[config.mk]
export PLATFORM = sky130hd
export DESIGN_NAME = dmem_port_arbiter
export DESIGN_NICKNAME = d
export VERILOG_FILES = /design/src/rtl/dmem_arb_pkg.sv /design/src/rtl/rr_arbiter4.sv /design/src/rtl/dmem_port_arbiter.sv
export SDC_FILE = /design/constraint.sdc
export NUM_CORES = 1
export LEC_CHECK = 0
export ABC_AREA = 1
export BUFFER_PORTS_ARGS = -buffer_cell sky130_fd_sc_hd__buf_2
export CAP_MARGIN = 20
export CORE_AREA = 2 2 564 566
export CTS_CLUSTER_DIAMETER = 80
export DETAILED_ROUTE_END_ITERATION = 10
export DIE_AREA = 0 0 566 568
export PLACE_DENSITY = 0.3
export SLEW_MARGIN = 20
export SYNTH_ARGS = -nofsm -noshare
export SYNTH_HDL_FRONTEND = slang
export SYNTH_SLANG_ARGS = --single-unit
[constraint.sdc]
create_clock -name clock -period 9.6 [get_ports clock]
set_clock_uncertainty 0.1 [all_clocks]
set_input_delay 1.92 -clock clock [delete_from_list [all_inputs] [get_ports clock]]
set_output_delay 1.92 -clock clock [all_outputs]
set_load 0.05 [all_outputs]
[src/rtl/dmem_arb_pkg.sv]
// rtl/dmem_arb_pkg.sv - shared types and constants for the data-memory port arbiter
package dmem_arb_pkg;

   localparam int NPORT   = 4;
   localparam int ADDR_W  = 28;
   localparam int BLOCK_W = 128;

   typedef enum logic [1:0] {
      IDLE    = 2'd0,
      BUSY    = 2'd1,
      RELEASE = 2'd2
   } state_t;

   typedef enum logic {
      OP_READ  = 1'b0,
      OP_WRITE = 1'b1
   } op_t;

endpackage

[src/rtl/rr_arbiter4.sv]
// rtl/rr_arbiter4.sv - combinational 4-way round-robin pick
module rr_arbiter4 (
   input  logic [3:0] i_req,
   input  logic [1:0] i_ptr,
   output logic [1:0] o_grant,
   output logic       o_grant_valid
);

   logic [1:0] w_idx;

   // Walk offsets from farthest to nearest so the port closest to the pointer wins last
   always_comb begin
      o_grant       = 2'd0;
      o_grant_valid = 1'b0;
      w_idx         = i_ptr;
      for (int k = 3; k >= 0; k--) begin
         w_idx = i_ptr + 2'(k);
         if (i_req[w_idx]) begin
            o_grant       = w_idx;
            o_grant_valid = 1'b1;
         end
      end
   end

endmodule

[src/rtl/dmem_port_arbiter.sv]
// rtl/dmem_port_arbiter.sv - round-robin arbiter of four cache ports onto one data-memory port
module dmem_port_arbiter #(
   parameter int ADDR_W  = dmem_arb_pkg::ADDR_W,
   parameter int BLOCK_W = dmem_arb_pkg::BLOCK_W,
   parameter int NPORT   = dmem_arb_pkg::NPORT
) (
   input  logic               clock,
   input  logic               reset,
   input  logic               c0_read,
   input  logic               c0_write,
   input  logic [ADDR_W-1:0]  c0_address,
   input  logic [BLOCK_W-1:0] c0_writedata,
   output logic [BLOCK_W-1:0] c0_readdata,
   output logic               c0_busywait,
   input  logic               c1_read,
   input  logic               c1_write,
   input  logic [ADDR_W-1:0]  c1_address,
   input  logic [BLOCK_W-1:0] c1_writedata,
   output logic [BLOCK_W-1:0] c1_readdata,
   output logic               c1_busywait,
   input  logic               c2_read,
   input  logic               c2_write,
   input  logic [ADDR_W-1:0]  c2_address,
   input  logic [BLOCK_W-1:0] c2_writedata,
   output logic [BLOCK_W-1:0] c2_readdata,
   output logic               c2_busywait,
   input  logic               c3_read,
   input  logic               c3_write,
   input  logic [ADDR_W-1:0]  c3_address,
   input  logic [BLOCK_W-1:0] c3_writedata,
   output logic [BLOCK_W-1:0] c3_readdata,
   output logic               c3_busywait,
   output logic               mem_read,
   output logic               mem_write,
   output logic [ADDR_W-1:0]  mem_address,
   output logic [BLOCK_W-1:0] mem_writedata,
   input  logic [BLOCK_W-1:0] mem_readdata,
   input  logic               mem_ready
);

   import dmem_arb_pkg::*;

   state_t             r_state;
   state_t             w_next;
   logic [1:0]         r_ptr;
   logic [1:0]         r_grant;
   op_t                r_op;
   logic [ADDR_W-1:0]  r_addr;
   logic [BLOCK_W-1:0] r_wdata;
   logic [BLOCK_W-1:0] r_rdata;

   logic [NPORT-1:0]   w_req;
   logic [NPORT-1:0]   w_wr;
   logic [1:0]         w_pick;
   logic               w_pick_valid;
   logic [ADDR_W-1:0]  w_sel_addr;
   logic [BLOCK_W-1:0] w_sel_wdata;
   logic               w_release;

   assign w_wr  = {c3_write, c2_write, c1_write, c0_write};
   assign w_req = w_wr | {c3_read, c2_read, c1_read, c0_read};

   rr_arbiter4 u_rr (
      .i_req         (w_req),
      .i_ptr         (r_ptr),
      .o_grant       (w_pick),
      .o_grant_valid (w_pick_valid)
   );

   // Route the winning port's address and write block toward the latch registers
   always_comb begin
      w_sel_addr  = c0_address;
      w_sel_wdata = c0_writedata;
      case (w_pick)
         2'd1: begin w_sel_addr = c1_address; w_sel_wdata = c1_writedata; end
         2'd2: begin w_sel_addr = c2_address; w_sel_wdata = c2_writedata; end
         2'd3: begin w_sel_addr = c3_address; w_sel_wdata = c3_writedata; end
         default: ;
      endcase
   end

   // State register
   always_ff @(posedge clock or posedge reset) begin
      if (reset) r_state <= IDLE;
      else       r_state <= w_next;
   end

   // Next-state: grant when anyone asks, wait for memory, then one release cycle
   always_comb begin
      w_next = r_state;
      case (r_state)
         IDLE:    if (w_pick_valid) w_next = BUSY;
         BUSY:    if (mem_ready)    w_next = RELEASE;
         RELEASE: w_next = IDLE;
         default: w_next = IDLE;
      endcase
   end

   // Latch the granted request, capture fill data, advance the pointer past the served port
   always_ff @(posedge clock or posedge reset) begin
      if (reset) begin
         r_ptr   <= 2'd0;
         r_grant <= 2'd0;
         r_op    <= OP_READ;
         r_addr  <= '0;
         r_wdata <= '0;
         r_rdata <= '0;
      end else begin
         case (r_state)
            IDLE: if (w_pick_valid) begin
               r_grant <= w_pick;
               r_op    <= w_wr[w_pick] ? OP_WRITE : OP_READ;
               r_addr  <= w_sel_addr;
               r_wdata <= w_sel_wdata;
            end
            BUSY: if (mem_ready && (r_op == OP_READ)) r_rdata <= mem_readdata;
            RELEASE: r_ptr <= r_grant + 2'd1;
            default: ;
         endcase
      end
   end

   assign w_release     = (r_state == RELEASE);
   assign mem_read      = (r_state == BUSY) && (r_op == OP_READ);
   assign mem_write     = (r_state == BUSY) && (r_op == OP_WRITE);
   assign mem_address   = r_addr;
   assign mem_writedata = r_wdata;

   assign c0_readdata = r_rdata;
   assign c1_readdata = r_rdata;
   assign c2_readdata = r_rdata;
   assign c3_readdata = r_rdata;

   assign c0_busywait = w_req[0] && !(w_release && (r_grant == 2'd0));
   assign c1_busywait = w_req[1] && !(w_release && (r_grant == 2'd1));
   assign c2_busywait = w_req[2] && !(w_release && (r_grant == 2'd2));
   assign c3_busywait = w_req[3] && !(w_release && (r_grant == 2'd3));

endmodule
== After elaboration in Yosys (flattened, before gate mapping) ==
Cells that the tools add are included.
Operators by class
  eq/ne operators: 10
  bitwise gates (word level): 2
  reductions and logical operators: 20
  $lt $le $gt $ge: 5
  add/sub/neg operators: 4
  multiplexer cells: 24
Operator list (number)
  one-hot mux 128 bit (3 select lines): 1
  one-hot mux 28 bit (3 select lines): 1
  < comparator 2 x 3 -> 1 bit, second input constant: 5
  two-way mux 2 bit: 6
  logical AND 1 bit: 11
  binary-select mux 1 bit (select 2 bit): 5
  == test 2 bit, second input constant: 5
  two-way mux 1 bit: 10
  == test 2 x 1 -> 1 bit, second input constant: 3
  AND reduction 2 bit: 3
  adder 2 x 1 -> 2 bit, second input constant: 2
  adder 2 bit, second input constant: 2
  logical NOT 1 bit: 4
  logical NOT 2 bit: 2
  bitwise OR 4 bit: 1
  one-hot mux 2 bit (2 select lines): 1
  inequality test 2 x 1 -> 1 bit, second input constant: 1
  inequality test 2 bit, second input constant: 1
  NOT 1 bit: 1
Storage, ports and cells
  logic and storage cells: 72
  bits in registers: 291
  output and inout port bits: 674
  input bits: 763

== Depth between registers and ports, before layout ==
Gate-level depths: netlist (run 1).
  depth after elaboration: 10
  depth in mapped cells: 18
  gate-level depth less buffers: 16

== Hierarchy ==
A second synthesis (run 1) with hierarchy kept.
Second synthesis, totals
  cells, all modules: 2817
  area, all modules: 19388.6 um^2
By module, submodules not included
  dmem_port_arbiter: instances 1, seq. area each 7282.0 um^2, cells each 2773, area an instance 19173.4 um^2
  rr_arbiter4: instances 1, seq. area each 0.0 um^2, cells each 44, area an instance 215.2 um^2

== Worst setup path after synthesis (run 1) ==
Ideal clock, no wire load.
  path type: input-to-output
  start: in c0_read
  end: out c0_busywait
  cell stages on the path: 3
  setup slack: 5.109 ns
  buffers on the path: 0
  data required time: 7.580 ns
  arrival time: 2.471 ns
  cells stage by stage: nor2_1 > a31o_2 > inv_1
On the way
  cells in the longest elaborated chain, start to end: 2
Ends and longest elaborated chain
  start: declaration: RTL line dmem_port_arbiter.sv:9  | input logic c0_read,
  bitwise OR 4 bit: RTL line dmem_port_arbiter.sv:61  | assign w_req = w_wr | {c3_read, c2_read, c1_read, c0_read};
  logical AND 1 bit: RTL line dmem_port_arbiter.sv:134  | assign c0_busywait = w_req[0] && !(w_release && (r_grant == 2'd0));
  end: declaration: RTL line dmem_port_arbiter.sv:14  | output logic c0_busywait,
Every way passes these cells.

== Final worst setup path (run 1) ==
  start: in c3_write
  end: reg r_wdata[17], in the netlist mem_writedata[17]
On the way
  cells in the longest elaborated chain, start to end: 9
  elaborated cells on any way between the ends: 22
  those cells by class: eq/ne: 3; mux: 17; bitwise: 1; reduce/logical: 1
Ends and longest elaborated chain
  start: declaration: RTL line dmem_port_arbiter.sv:28  | input logic c3_write,
  bitwise OR 4 bit (*): RTL line dmem_port_arbiter.sv:61
  binary-select mux 1 bit (select 2 bit): RTL line rr_arbiter4.sv:18  | if (i_req[w_idx]) begin
  two-way mux 1 bit (not written as such): RTL line rr_arbiter4.sv:18
  two-way mux 2 bit (4 in a row): RTL line rr_arbiter4.sv:18
  == test 2 bit / == test 2 x 1 -> 1 bit (equally long branches): RTL line dmem_port_arbiter.sv:74  | case (w_pick)
  one-hot mux 128 bit (3 select lines): RTL line dmem_port_arbiter.sv:74
  end signal: assignment: RTL line dmem_port_arbiter.sv:114  | r_wdata <= w_sel_wdata;
  end: declaration: RTL line dmem_port_arbiter.sv:49  | logic [BLOCK_W-1:0] r_wdata;
Mark *: on every way between the ends. The rest lies on a longest branch, timed or not. The select of a mux whose other input is x is not followed.
A chain may end at the register's enable or synchronous reset.

==> out/metrics.yaml, run 1 <==
status: "complete, no violations"
die_x_um: 566
drt_iter0_drc: 1135
cp_max_fo: 120
hpwl_mm: 145
synth_flop_cell: "dfrtp_1"
slowest_stage: "buf_4"
syn_to_final_growth_pct: 53.3
die-area_um2: 321000
r2r_start: "r_ptr[0]"
routed_wl_mm: 174
hold_viol: 0
cts-root-buf: "clkbuf_16"
wire_per_inst_um: 22.2
min_from: "mem_address[25]"
slew_headroom_pct: 23.5
antenna_left: 0
synth_nets: 3420
holdCritPathClass: "register to register"
dr.pass1.iters: 7
mappedNetlistArea_um2: 20300
rr_worst_depth: 13
place.gp.congestion: 0.867
cts.sinks: 291
yosysTopAreaCellShare_pct: 35.9
async_reset_ff_share_pct: 100
min_period_over_period_pct: 57.1
start_util_pct: 6.41
core_um2: 316000
startpoint: "c3_write"
yosysWarnings: 0
yosysSeqAreaShare_pct: 35.9
worstMarginPinSlew_ns: 1.15
portBuffers: 1436
cts_made_buffers: 53
setup_viol: 0
crit_type: "input port to register"
cts_resized: 0
overflow: 0
ys_top_cells_by_area: "dfrtp_1, nand2_1, buf_4"
syn_avg_cell_area_um2: 7.64
startpoint_type: "input port"
hold_buffers: 0
hold_slack_ns: 0.373
fmax_mhz: 182
worstPathCellList: "buf_2 > nor2_1 > nand2_1 > nand3_1 > nand2_1 > a21oi_2 > nand2_8 > nand2_8 > buf_12 > buf_4 > o21ai_0 > nand3_1 > nand2_1 > nand2_1"
hold_path_depth: 2
fill_cells: 37300
antenna_found_initial: 97
area.sequential_um2: 7280
cp_common_cell: "nand2_1"
crit_required_ns: 10.08
grt_pass1_vias: 23200
drive_gt1_share_pct: 47.1
drc_errors: 0
synth.distinct_cells: 26
cts_buffer_depth: 3
htreeDepth: 2
drv_slew: 0
fin_setup_tns_ns: 0
synth_edf_count: 0
multiInputGateArea_um2: 8590
grt_pass1_wl_mm: 225
die_h_um: 568
cts_tree: "done"
grt_use_total_pct: 10.4
fp-row-count: 207
end_kind: "register"
yosysTopAreaCell: "dfrtp_1"
io_pins: 1437
num_vias: 23100
post_cts_buffers: 0
synthCells: 2653
grt_max_degree: 162
nets: 4365
vias_per_cell: 2.95
cp.arrival_ns: 5.97
clkTransAtPathRegs_ns: 0.05
synth.ff_latch_count: 291
timing.max_cap.violations: 0
critical_path.max_stage_delay_ns: 0.73
rsz0062_at_grt: "false"
final_util_pct: 9.83
fin_crit_ns: 5.48
clk_latency_ns: 0.68
final timing paths:
path	endpoint	slack, ns
worst max-delay path	mem_writedata[17]	4.12
worst min-delay path	mem_address[25]	0.37
worst max register to register	mem_writedata[17]	5.11
worst min register to register	mem_address[25]	0.37
max in group asynchronous	mem_writedata[17]	6.73
min in group asynchronous	c0_readdata[97]	1.36
flip-flops by register name (all words and copies together) (netlist names):
name           count
c0_readdata      128
mem_writedata    128
mem_address       28
r_grant            2
r_ptr              2
r_state            2
r_op               1
placed cells by master (no fill, tap or decap), drive strengths merged:
cell type and n:
nor2 11, clkinv 12, diode 16, ha 4
inv 182, nand3b 156, clkbuf 69, o21ai 160
dfrtp 291, nand2 826, mux2 128, nand3 171
a21oi 2, bufinv 5, a31o 4, nand4 156
clkinvlp 4, buf 1459
final cells by class:
type	instances	share of cell area [%]
clock inverter	28	1.11
tap	4180	16.8
timing repair buffer	1459	24.0
sequential	291	23.4
clock buffer	69	4.69
antenna	16	0.129
multi-input combinational	1618	27.7
inverter	175	2.19
routing by layer:
metal / share of wire, % / global-route usage (%) / vias up
met3: 8.2 / 3.33 / 266
met2: 50 / 18.6 / 1346
li1: - / - / 10200
met1: 39 / 11.8 / 11300
met4: 3.0 / 2.81 / 32
met5: 0.11 / 0 / -
stage by stage:
| step | area [um2] | std cells | setup slack [ns] |
|---|---|---|---|
| 2_1_floorplan | 20300 | 2653 | 3.72 |
| 3_3_place_gp | 29200 | 7723 | 3.62 |
| 3_5_place_dp | 29200 | 7723 | 3.56 |
| 4_1_cts | 31000 | 7820 | 4.30 |
| 5_1_grt | 31000 | 7823 | 4.03 |
| 6_report | 31100 | 7836 | 4.12 |
cells by family (layout without fill, tap and decap cells):
| group | after synthesis | after routing | synth area share, % |
|---|---|---|---|
| simple gates | 1320 | 1320 | 30.5 |
| buf+inv | 744 | 1731 | 22.0 |
| flops | 291 | 291 | 35.9 |
| compound gates | 166 | 166 | 4.19 |
| mux | 128 | 128 | 7.11 |
| fa+ha+maj | 4 | 4 | 0.247 |
| other cells | 0 | 16 | 0 |
Yosys cell counts, types with 4 or more instances:
cell type,number
nand4_1,156
inv_2,25
dfrtp_1,291
buf_4,397
a31o_2,4
inv_1,148
nand3_1,170
o21ai_1,52
nand2_1,821
clkbuf_1,54
nand3b_1,156
mux2_2,128
nor2_1,10
buf_2,112
o21ai_0,108
ha_1,4
worst max-delay path, delay by kind of cell:
family	cells	cell delay, ns
compound gates	2	0.45
buf+inv	3	1.14
simple gates	9	1.84
Power of run 1 is not shown: default switching activity piles up to over one toggle a cycle in this logic, so the estimate is an artifact.
==> run 2: changes to the inputs <==
Settings changed: ABC_AREA 1 to 0, CORE_AREA 2 2 564 566 to 2 2 563 565, DIE_AREA 0 0 566 568 to 0 0 565 567.
Clock period 9.6 ns to 5.1 ns, I/O delays scaled along.
==> run 2 against run 1 <==
Effect of this change: sequential share of layout area grew 1.2 points; hold slack lost 0.028 ns; synthesized cell count shrank 33%; routed wire length increased by 5.6%; first-iteration DRC count up 8.2%; cell count down 10%; die area decreased by 0.35%; final area is 4.9% lower; area after synthesis shrank 10%.
==> out/metrics.yaml, run 2 <==
end_kind: "primary output"
fmax_mhz: 323
clk_latency_ns: 0.67
post_cts_buffers: 0
hold_buffers: 0
slew_headroom_pct: 21.9
grt_use_total_pct: 11.0
routed_wl_mm: 184
synth_flop_cell: "dfrtp_1"
die-area_um2: 320000
final_cell_mix: "buf_2, dfrtp_1, a21oi_1, nand2_1"
startpoint_type: "register"
fin_setup_tns_ns: 0
grt_pass1_vias: 19500
crit_required_ns: 3.98
hpwl_mm: 161
async_reset_ff_share_pct: 100
drt_iter0_drc: 1228
cts_resized: 0
worstMarginPinSlew_ns: 1.17
yosysWarnings: 0
crit_type: "register to primary output"
r2r_start: "r_ptr[1]"
cp.arrival_ns: 1.97
synth.ff_latch_count: 291
portBuffers: 1436
synth_edf_count: 0
nets: 3575
area.sequential_um2: 7280
antenna_found_initial: 144
worst_slack_ns: 2.01
die_h_um: 567
cts_buffer_depth: 3
ys_top_cells_by_area: "dfrtp_1, buf_4, mux2i_1"
final_util_pct: 9.42
syn_to_final_growth_pct: 62.2
place.gp.congestion: 0.905
multiInputGateArea_um2: 7370
drv_slew: 0
hold_viol: 0
holdCritPathClass: "input port to asynchronous set/reset pin"
fill_cells: 36700
yosysMostFrequentCell: "buf_4"
fin_crit_ns: 3.09
setup_viol: 0
io_pins: 1437
cp_max_fo: 7
synth_commonest_cells: "buf_4, dfrtp_1, a21oi_1"
fp-row-count: 206
cts_tree: "done"
mappedNetlistArea_um2: 18200
cts_made_buffers: 51
cts.sinks: 291
rrSetupSlack_ns: 2.05
rr_worst_depth: 6
rsz0062_at_grt: "false"
yosysSeqAreaShare_pct: 39.9
grt_pass1_wl_mm: 225
timing.max_cap.violations: 0
core_um2: 314000
antenna_left: 0
vias_per_cell: 2.83
cts-root-buf: "clkbuf_16"
clkTransAtPathRegs_ns: 0.06
die_x_um: 565
yosysTopAreaCell: "dfrtp_1"
wire_per_inst_um: 26.1
dp_slack_ns: 1.21
drive_gt1_share_pct: 60.8
dr.pass1.iters: 5
status: "complete, no violations"
r2r-end: "mem_address[13]"
drc_errors: 0
synth_nets: 2548
start_util_pct: 5.81
htreeDepth: 2
overflow: 0
synth.distinct_cells: 40
yosysTopAreaCellShare_pct: 39.9
syn_avg_cell_area_um2: 10.2
num_vias: 19900
min_period_over_period_pct: 60.6
synthCells: 1781
grt_max_degree: 81
final_common_cell: "buf_2"
run 2: how the worst max path moves through the flow:
stage                                from                 end  slack (ns)  cells after the start
after global placement            c0_read  mem_writedata[127]        1.15                      6
after CTS                 c0_readdata[23]     c2_readdata[23]        1.72                      1
final                          r_state[0]         c1_busywait        2.01                      3
after floorplan                     reset      c0_readdata[0]        0.12                      1
after global routing      c0_readdata[23]     c0_readdata[23]        1.87                      1
after detailed placement          c0_read  mem_writedata[127]        1.21                      6
run 2: logic make-up after synthesis:
family / Yosys count / share of synthesized area (%)
AO/OA/AOI/OAI: 493 / 19.4
buffers and inverters: 525 / 19.9
AND/OR/NAND/NOR: 183 / 3.98
flip-flops: 291 / 39.9
adder cells (fa/ha/maj): 4 / 0.275
multiplexers: 285 / 16.5
run 2: cell type report:
type / count / area share, %
Antenna cell: 43 / 0.364
Clock buffer: 69 / 4.89
Clock inverter: 27 / 0.961
Inverter: 6 / 0.0889
Multi-Input combinational cell: 965 / 24.9
Sequential cell: 291 / 24.6
Tap cell: 4160 / 17.6
Timing Repair Buffer: 1493 / 26.5
run 2: routing by layer:
metal	global-route usage [%]	vias to the layer above	routed length, um
met4	3.70	58	7310
met5	0	-	394
met2	19.1	1405	89300
met1	11.8	9818	66500
li1	-	8351	-
met3	4.63	308	20200
run 2: metrics by stage:
step	std cells	hold slack [ns]	cell area, um2
CTS	7011	0.306	29500
detailed placement	6915	0.448	27700
global route	7026	0.340	29500
finish	7054	0.345	29600
floorplan	1781	0.392	18200
global placement	6915	0.431	27700
run 2: critical path: stages, from the launching register on:
cell and delay (ns):
dfrtp_1 0.39, nor2b_1 0.46, a21oi_1 0.20, buf_2 0.25
Power of run 2 is left out for the same reason.
